===== config.mk =====
export PLATFORM = sky130hd
export DESIGN_NAME = io_bcd_display_converter_flat
export DESIGN_NICKNAME = d
export VERILOG_FILES = /design/src/rtl/io_bcd_display_converter_if.sv /design/src/rtl/io_bcd_display_converter.sv /design/src/flat_wrapper.sv
export SDC_FILE = /design/constraint.sdc
export NUM_CORES = 1
export LEC_CHECK = 0
export BUFFER_PORTS_ARGS = -buffer_cell sky130_fd_sc_hd__buf_2
export CAP_MARGIN = 20
export CELL_PAD_IN_SITES_DETAIL_PLACEMENT = 0
export CELL_PAD_IN_SITES_GLOBAL_PLACEMENT = 1
export CORE_ASPECT_RATIO = 1.1
export CORE_MARGIN = 3
export CORE_UTILIZATION = 30
export CTS_CLUSTER_DIAMETER = 150
export DETAILED_ROUTE_END_ITERATION = 16
export GPL_TIMING_DRIVEN = 0
export PLACE_DENSITY = 0.68
export SYNTH_ARGS = -nofsm -noshare
export SYNTH_HDL_FRONTEND = slang
export SYNTH_SLANG_ARGS = --single-unit
export TNS_END_PERCENT = 100

===== constraint.sdc =====
create_clock -name clock -period 2.58 [get_ports clock]
set_input_delay 0 -clock clock [delete_from_list [all_inputs] [get_ports clock]]
set_output_delay 0 -clock clock [all_outputs]
set_load 0.02 [all_outputs]

===== src/rtl/io_bcd_display_converter_if.sv =====
// Handshake and display bundle between the I/O write path
// and the BCD converter engine.
interface io_bcd_display_converter_if #(
  parameter int DATA_WIDTH = 32
);
  logic                  start;
  logic [DATA_WIDTH-1:0] dataIn;
  logic                  ready;
  logic                  busy;
  logic                  done;
  logic                  overflow;
  logic [3:0]            unidade;
  logic [3:0]            dezena;
  logic [3:0]            centena;

  modport master (
    output start,
    output dataIn,
    input  ready,
    input  busy,
    input  done,
    input  overflow,
    input  unidade,
    input  dezena,
    input  centena
  );

  modport slave (
    input  start,
    input  dataIn,
    output ready,
    output busy,
    output done,
    output overflow,
    output unidade,
    output dezena,
    output centena
  );
endinterface


===== src/rtl/io_bcd_display_converter.sv =====
// Sequential double-dabble converter: output-port word to three
// held BCD digits, saturating at MAX_VALUE with an overflow flag.
module io_bcd_display_converter #(
  parameter int DATA_WIDTH = 32,
  parameter int MAX_VALUE  = 999
) (
  input logic clock,
  input logic reset,
  io_bcd_display_converter_if.slave bus
);

  localparam logic [1:0] IDLE   = 2'd0;
  localparam logic [1:0] SHIFT  = 2'd1;
  localparam logic [1:0] FINISH = 2'd2;

  localparam int CW = $clog2(DATA_WIDTH + 1);
  localparam logic [CW-1:0] LAST = CW'(DATA_WIDTH);
  localparam logic [DATA_WIDTH-1:0] MAXV = DATA_WIDTH'(MAX_VALUE);

  logic [1:0]            state;
  logic [DATA_WIDTH-1:0] shiftReg;
  logic [11:0]           acc;
  logic [11:0]           adj;
  logic [CW-1:0]         cnt;
  logic                  satFlag;
  logic                  doneReg;
  logic                  overReg;
  logic [3:0]            uniReg;
  logic [3:0]            dezReg;
  logic [3:0]            cenReg;

  function automatic logic [3:0] addThree(input logic [3:0] d);
    return (d >= 4'd5) ? d + 4'd3 : d;
  endfunction

  always_comb begin
    adj = {addThree(acc[11:8]),
           addThree(acc[7:4]),
           addThree(acc[3:0])};
  end

  always_ff @(posedge clock) begin
    if (reset) begin
      state    <= IDLE;
      shiftReg <= '0;
      acc      <= '0;
      cnt      <= '0;
      satFlag  <= 1'b0;
      doneReg  <= 1'b0;
      overReg  <= 1'b0;
      uniReg   <= '0;
      dezReg   <= '0;
      cenReg   <= '0;
    end else begin
      doneReg <= 1'b0;
      unique case (state)
        IDLE: begin
          if (bus.start) begin
            shiftReg <= bus.dataIn;
            satFlag  <= (bus.dataIn > MAXV);
            acc      <= '0;
            cnt      <= '0;
            state    <= SHIFT;
          end
        end
        SHIFT: begin
          // One extra SHIFT cycle after the last shift keeps latency at W+2
          if (cnt == LAST) begin
            state <= FINISH;
          end else begin
            acc      <= 12'({adj, shiftReg[DATA_WIDTH-1]});
            shiftReg <= {shiftReg[DATA_WIDTH-2:0], 1'b0};
            cnt      <= cnt + 1'b1;
          end
        end
        FINISH: begin
          if (satFlag) begin
            cenReg <= 4'd9;
            dezReg <= 4'd9;
            uniReg <= 4'd9;
          end else begin
            cenReg <= acc[11:8];
            dezReg <= acc[7:4];
            uniReg <= acc[3:0];
          end
          overReg <= satFlag;
          doneReg <= 1'b1;
          state   <= IDLE;
        end
        default: state <= IDLE;
      endcase
    end
  end

  assign bus.ready    = (state == IDLE);
  assign bus.busy     = (state != IDLE);
  assign bus.done     = doneReg;
  assign bus.overflow = overReg;
  assign bus.unidade  = uniReg;
  assign bus.dezena   = dezReg;
  assign bus.centena  = cenReg;

endmodule

===== src/flat_wrapper.sv =====
// flat-port wrapper written by rule: the top's interface ports become plain ports
module io_bcd_display_converter_flat 
#(
  parameter int DATA_WIDTH = 32,
  parameter int MAX_VALUE  = 999
)
  (clock, reset, bus_start, bus_dataIn, bus_ready, bus_busy, bus_done, bus_overflow, bus_unidade, bus_dezena, bus_centena);
  io_bcd_display_converter_if #(.DATA_WIDTH(DATA_WIDTH)) bus_i ();
  input logic clock;
  input logic reset;
  input wire logic [$bits(bus_i.start)-1:0] bus_start;
  input wire logic [$bits(bus_i.dataIn)-1:0] bus_dataIn;
  output wire logic [$bits(bus_i.ready)-1:0] bus_ready;
  output wire logic [$bits(bus_i.busy)-1:0] bus_busy;
  output wire logic [$bits(bus_i.done)-1:0] bus_done;
  output wire logic [$bits(bus_i.overflow)-1:0] bus_overflow;
  output wire logic [$bits(bus_i.unidade)-1:0] bus_unidade;
  output wire logic [$bits(bus_i.dezena)-1:0] bus_dezena;
  output wire logic [$bits(bus_i.centena)-1:0] bus_centena;
  assign bus_i.start = bus_start;
  assign bus_i.dataIn = bus_dataIn;
  assign bus_ready = bus_i.ready;
  assign bus_busy = bus_i.busy;
  assign bus_done = bus_i.done;
  assign bus_overflow = bus_i.overflow;
  assign bus_unidade = bus_i.unidade;
  assign bus_dezena = bus_i.dezena;
  assign bus_centena = bus_i.centena;
  io_bcd_display_converter #(.DATA_WIDTH(DATA_WIDTH), .MAX_VALUE(MAX_VALUE)) u_core (.clock(clock), .reset(reset), .bus(bus_i));
endmodule

======== After elaboration in Yosys (flattened, before gate mapping) ========
Cells that the tools add are included.
Widths: inputs -> output; s select.
cells by class
  equality and inequality tests ........... 6
  reductions and logical operators ........ 6
  mux-type cells .......................... 19
  add/sub/neg operators ................... 4
  magnitude comparators ................... 4
operators by type and width
  cell                  number
  $mux 32               2
  $pmux 32 s2           1
  $gt 32x10->1 const B  1
  $mux 12               2
  $pmux 12 s2           1
  $mux 4                5
  $ge 4x3->1 const B    3
  $mux 6                2
  $pmux 6 s2            1
  $add 4x2->4 const B   2
  $add 6x1->6 const B   1
  $eq 6x6->1 const B    1
  $mux 2                2
  $ne 2x2->1 const B    2
  $pmux 2 s2            1
  $reduce_and 2->1      2
  $reduce_bool 2->1     2
  $add 3x2->3 const B   1
  $mux 3                1
  $reduce_and 3->1      1
  $eq 2x1->1 const B    1
  $eq 2x2->1 const B    1
  $logic_not 2->1       1
  $ne 2x1->1 const B    1
  $mux 1                1
word-level totals
  word-level logic and storage cells ...... 49
  bits of input ports ..................... 35
  flip-flop bits (word level) ............. 67

======== Longest topological paths before layout ========
  depth after elaboration ................. 4
  mapped depth ............................ 6

======== Least setup slack after synthesis ========
Ideal clock, no wire load.
  path type ............................... flip-flop to flip-flop
  start ................................... register u_core.cnt[0]
  end ..................................... register u_core.acc[0]
  setup slack ............................. 1056 ps
  setup time .............................. 117 ps
  stages on the path, launching flop included .. 7
  buffers on the path ..................... 1
  clock period less this slack ............ 1524 ps
  arrival ................................. 1407 ps
  cell sequence ........................... dfxtp_1 -> inv_1 -> ha_1 -> a31oi_4 -> nor2_8 -> buf_6 -> a22o_1
between the ends
  longest elaborated chain between the ends .. 3
ends and longest elaborated chain
  item                        line                            text
  start: declaration          io_bcd_display_converter.sv:24  logic [CW-1:0] cnt;
  start signal: assignment    io_bcd_display_converter.sv:73  cnt <= cnt + 1'b1;
  $eq 6x6->1                  io_bcd_display_converter.sv:68  if (cnt == LAST) begin
  $ne 2x2->1 (no line)        --
  $reduce_and 3->1 (no line)  --
  end signal: assignment      io_bcd_display_converter.sv:71  acc <= 12'({adj, shiftReg[DATA_WIDTH-1]});
  end: declaration            io_bcd_display_converter.sv:22  logic [11:0] acc;
No other way between the ends.
A chain may end at the register's enable or synchronous reset.

======== Worst setup path in the final report ========
  start ................................... register u_core.cnt[1]
  end ..................................... register u_core.acc[0]
The elaborated chain is that of the path after synthesis.

==> flow_metrics.env <==
export IMPL_p_switching_mw=0.6425
export IMPL_sequentialPowerShare_pct=42.1
export IMPL_critPathMaxFanout=10
export IMPL_ys_async_sr_fraction_pct=0
export IMPL_crit_required_ns=2.80
export IMPL_die_h_um=115.0
export IMPL_synth_top_family_by_area="compound AO/OA/AOI/OAI gates"
export IMPL_tns_ns=0
export IMPL_overflow=0
export IMPL_yosysSeqAreaShare_pct=41.39
export IMPL_die_x_um=105.1
export IMPL_vdd_drop_max_mv=0.2966
export IMPL_cts_max_level=3
export IMPL_min_to="u_core.acc[7]$_SDFFE_PP0P_"
export IMPL_final_nets=433
export IMPL_startpoint_type="register"
export IMPL_avgSynthCellArea_um2=10.91
export IMPL_slowest_delay_ns=0.41
export IMPL_p_clk_share_pct=45.2
export IMPL_fin_crit_sh_pct=67.20
export IMPL_synth_edff_count=0
export IMPL_cts_root_buf="clkbuf_16"
export IMPL_critPathBufInv=2
export IMPL_arrival_ns=1.95
export IMPL_hp_start="reset"
export IMPL_cts_tree="yes"
export IMPL_synthCells=297
export IMPL_grt_first_pass_wirelength_um=12580
export IMPL_place_gp_congestion=0.7688
export IMPL_rows=39
export IMPL_ys_dominant_reg_cell="dfxtp_1"
export IMPL_setup_slack_ns=0.8462
export IMPL_maxCapViolations=0
export IMPL_tightest_slew_ns=0.5565
export IMPL_synth_compound_area_share_pct=23.28
export IMPL_internal_power_mw=2.055
export IMPL_leakage_nw=1.807
export IMPL_hold_depth=3
export IMPL_crit_path_end_kind="register"
export IMPL_regArea_um2=1341
export IMPL_diodes=0
export IMPL_first_iter_violations=64
export IMPL_synth_adder_area_share_pct=3.089
export IMPL_outcome="complete, no violations"
export IMPL_synth_seq_cells=67
export IMPL_cts_sinks=67
export IMPL_worst_path_max_delay_cell="a31oi_4"
export IMPL_ios=51
export IMPL_path_cells="inv_1, ha_1, a31oi_4, nor2_8, buf_6, a22o_1"
export IMPL_hold_viol=0
export IMPL_setup_viol=0
export IMPL_antenna_found_initial=0
export IMPL_core_area_um2=10440
export IMPL_drc=0
export IMPL_cp_top_family="compound AO/OA/AOI/OAI gates"
export IMPL_drive_above_1_share_pct=29.19
export IMPL_dp_final_hpwl_um=5186
export IMPL_multi_input_area_um2=1722
export IMPL_pre_cts_ws_ns=0.8501
export IMPL_ys_types=50
export IMPL_maxSlewViolCount=0
export IMPL_ctsResizeCount=0
export IMPL_mappedNetlistArea_um2=3241
export IMPL_insertion_delay_ns=0.33
export IMPL_reg2reg_depth=6
export IMPL_rsz0062_at_grt="false"
export IMPL_synth_area_mux_share_pct=10.93
export IMPL_max_freq_mhz=576.8
export IMPL_wl_um=7286
export IMPL_cts_made_buffers=9
export IMPL_portBuffers=50
export IMPL_syn2layout_area_growth_pct=32.24
export IMPL_fin_skew_ns=0.004377
export IMPL_max_slew_margin_pct=62.74
export IMPL_rr_endpoint="u_core.acc[0]$_SDFFE_PP0P_"
export IMPL_synth_xor_area_share_pct=1.892
export IMPL_rr_startpoint="u_core.cnt[1]$_SDFFE_PP0P_"
export IMPL_ant_nets=0
export IMPL_fin_crit_ns=1.734
export IMPL_synthSimpleGateAreaFrac_pct=13.94
export IMPL_powerDensity_nw_per_um2=629.5
export IMPL_die_area_um2=12090
export IMPL_fill_cells=1065
export IMPL_crit_type="reg -> reg"
export IMPL_grt_pass1_vias=2570
export IMPL_clock_path_buffers=2
export IMPL_hold_path_class="in -> reg"
export IMPL_wl_per_cell_um=13.57
export IMPL_syn_nets=340
export IMPL_rrSetupSlack_ns=0.85
export IMPL_switching_share_pct=23.82
export IMPL_grt_usage_pct=12.87
export IMPL_grt_max_degree=11
export IMPL_viasPerCell=4.765
export IMPL_yosys_warnings=0
export IMPL_clk_pin_slew_worst_paths_ns=0.05
export IMPL_dr_pass1_iters=4
export IMPL_initial_core_util_pct=31.03
export IMPL_vias=2559
export IMPL_power_frac_comb_pct=12.7
-- cell families (layout without fill, tap and decap cells) --
kind of cell	count (synthesis)	after routing
flops	67	67
xor+xnor	7	7
buf+inv	30	127
fa+ha+maj	8	8
mux	35	35
compound gates	73	73
simple gates	77	77
-- worst max-delay path by stage --
stage | start | to | slack [ns] | cells past startpoint
finish | u_core.cnt[1]$_SDFFE_PP0P_ | u_core.acc[0]$_SDFFE_PP0P_ | 0.85 | 6
detailed placement | u_core.cnt[0]$_SDFFE_PP0P_ | u_core.acc[0]$_SDFFE_PP0P_ | 0.85 | 6
global route | u_core.cnt[1]$_SDFFE_PP0P_ | u_core.shiftReg[6]$_SDFFE_PP0P_ | 0.73 | 6
global placement | u_core.cnt[0]$_SDFFE_PP0P_ | u_core.acc[10]$_SDFFE_PP0P_ | 0.84 | 6
floorplan | u_core.cnt[0]$_SDFFE_PP0P_ | u_core.acc[0]$_SDFFE_PP0P_ | 1.06 | 6
CTS | u_core.cnt[0]$_SDFFE_PP0P_ | u_core.shiftReg[11]$_SDFFE_PP0P_ | 0.83 | 6
-- cell usage in the layout (no fill, tap or decap), types with 4 or more instances in the layout --
master         instances
nand3_1                6
nand2b_1               4
buf_2                 54
inv_1                 11
buf_6                  7
xor2_1                 4
clkbuf_1               7
clkbuf_16              9
ha_1                   8
mux2i_1               32
o21ai_0                4
nand2_1               10
o2bb2ai_2             29
nor2_1                14
a21oi_1               15
o2bb2ai_1              4
nor3_1                16
dfxtp_1               67
dlygate4sd3_1         32
a22o_1                 6
nor4_1                 5
-- layer usage --
layer	wire length [µm]	part of all wire [%]	vias up	track usage [%]
met5	0	0	-	0
met1	3370	46	1194	16.25
met2	3447	47	66	21.18
met3	380	5.2	10	4.099
li1	-	-	1289	-
met4	87	1.2	0	3.850
-- worst reg2reg max path, delay by kind of cell, from the launching register on --
kind            cells  cell delay, ns
compound gates      2            0.64
fa+ha+maj           1            0.25
buf+inv             2            0.23
simple gates        1            0.11
flops               1            0.40
-- power by group through the flow --
| stage | registers [mW] | logic, mW | clock network [mW] |
|---|---|---|---|
| 2_1_floorplan | 1.14 | 0.229 | 0 |
| 3_3_place_gp | 1.16 | 0.307 | 0 |
| 3_5_place_dp | 1.16 | 0.309 | 0 |
| 4_1_cts | 1.13 | 0.347 | 1.26 |
| 5_1_grt | 1.14 | 0.376 | 1.29 |
| 6_report | 1.14 | 0.342 | 1.22 |
-- Yosys cell counts (2+ instances only) --
cell | count | share of area (%)
mux2_2 | 2 | 0.69
o21ai_0 | 4 | 0.62
nor2_1 | 14 | 1.6
clkbuf_1 | 5 | 0.58
buf_2 | 4 | 0.62
a31oi_1 | 2 | 0.39
xnor2_1 | 3 | 0.81
nor4_1 | 5 | 0.97
dfxtp_1 | 67 | 41
or3_1 | 3 | 0.58
nor3_1 | 16 | 2.5
buf_4 | 2 | 0.46
xor2_1 | 4 | 1.1
inv_1 | 11 | 1.3
o2bb2ai_2 | 29 | 13
buf_6 | 7 | 2.4
nand3b_1 | 3 | 0.69
nand3_1 | 6 | 0.93
ha_1 | 8 | 3.1
nand2_1 | 10 | 1.2
nor3b_1 | 3 | 0.69
o2111ai_1 | 3 | 0.81
a22o_1 | 6 | 1.6
and3_1 | 2 | 0.39
o32a_1 | 2 | 0.62
o2bb2ai_1 | 4 | 1.1
nand2b_1 | 4 | 0.77
mux2i_1 | 32 | 9.9
a21oi_1 | 15 | 2.3
-- through the flow --
stage	hold slack [ns]	utilization (%)	instances	area [µm²]	power (mW)
final	0.1024	41.04	537	4285	2.698
after global routing	0.1316	41.04	537	4285	2.812
after CTS	0.1041	41.04	537	4285	2.739
after detailed placement	0.2662	35.14	490	3670	1.465
after global placement	0.2635	35.14	490	3670	1.462
after floorplan	0.1360	-	297	3241	1.374
-- flip-flops by register name, summed over array words and instances (netlist names) --
register / count
u_core.bus.dezena: 4
u_core.state: 2
u_core.bus.centena: 4
u_core.satFlag: 1
u_core.shiftReg: 32
u_core.bus.done: 1
u_core.bus.unidade: 4
u_core.acc: 12
u_core.bus.overflow: 1
u_core.cnt: 6
-- what timing repair did --
item,4_1_cts,5_1_grt
endpoints found under the hold margin,32,0
hold buffers,32,0
setup buffers,0,0
-- cell type report --
| cell class | instances | area share (%) |
|---|---|---|
| multi-input cells | 200 | 40.18 |
| flip-flops and latches | 67 | 31.30 |
| repair buffers | 82 | 13.31 |
| clock buffers | 13 | 6.073 |
| well taps | 143 | 4.175 |
| plain buffers | 18 | 3.095 |
| inverters | 12 | 1.051 |
| clock inverters | 2 | 0.8175 |
No activity file was read; power rests on OpenSTA's default activity.
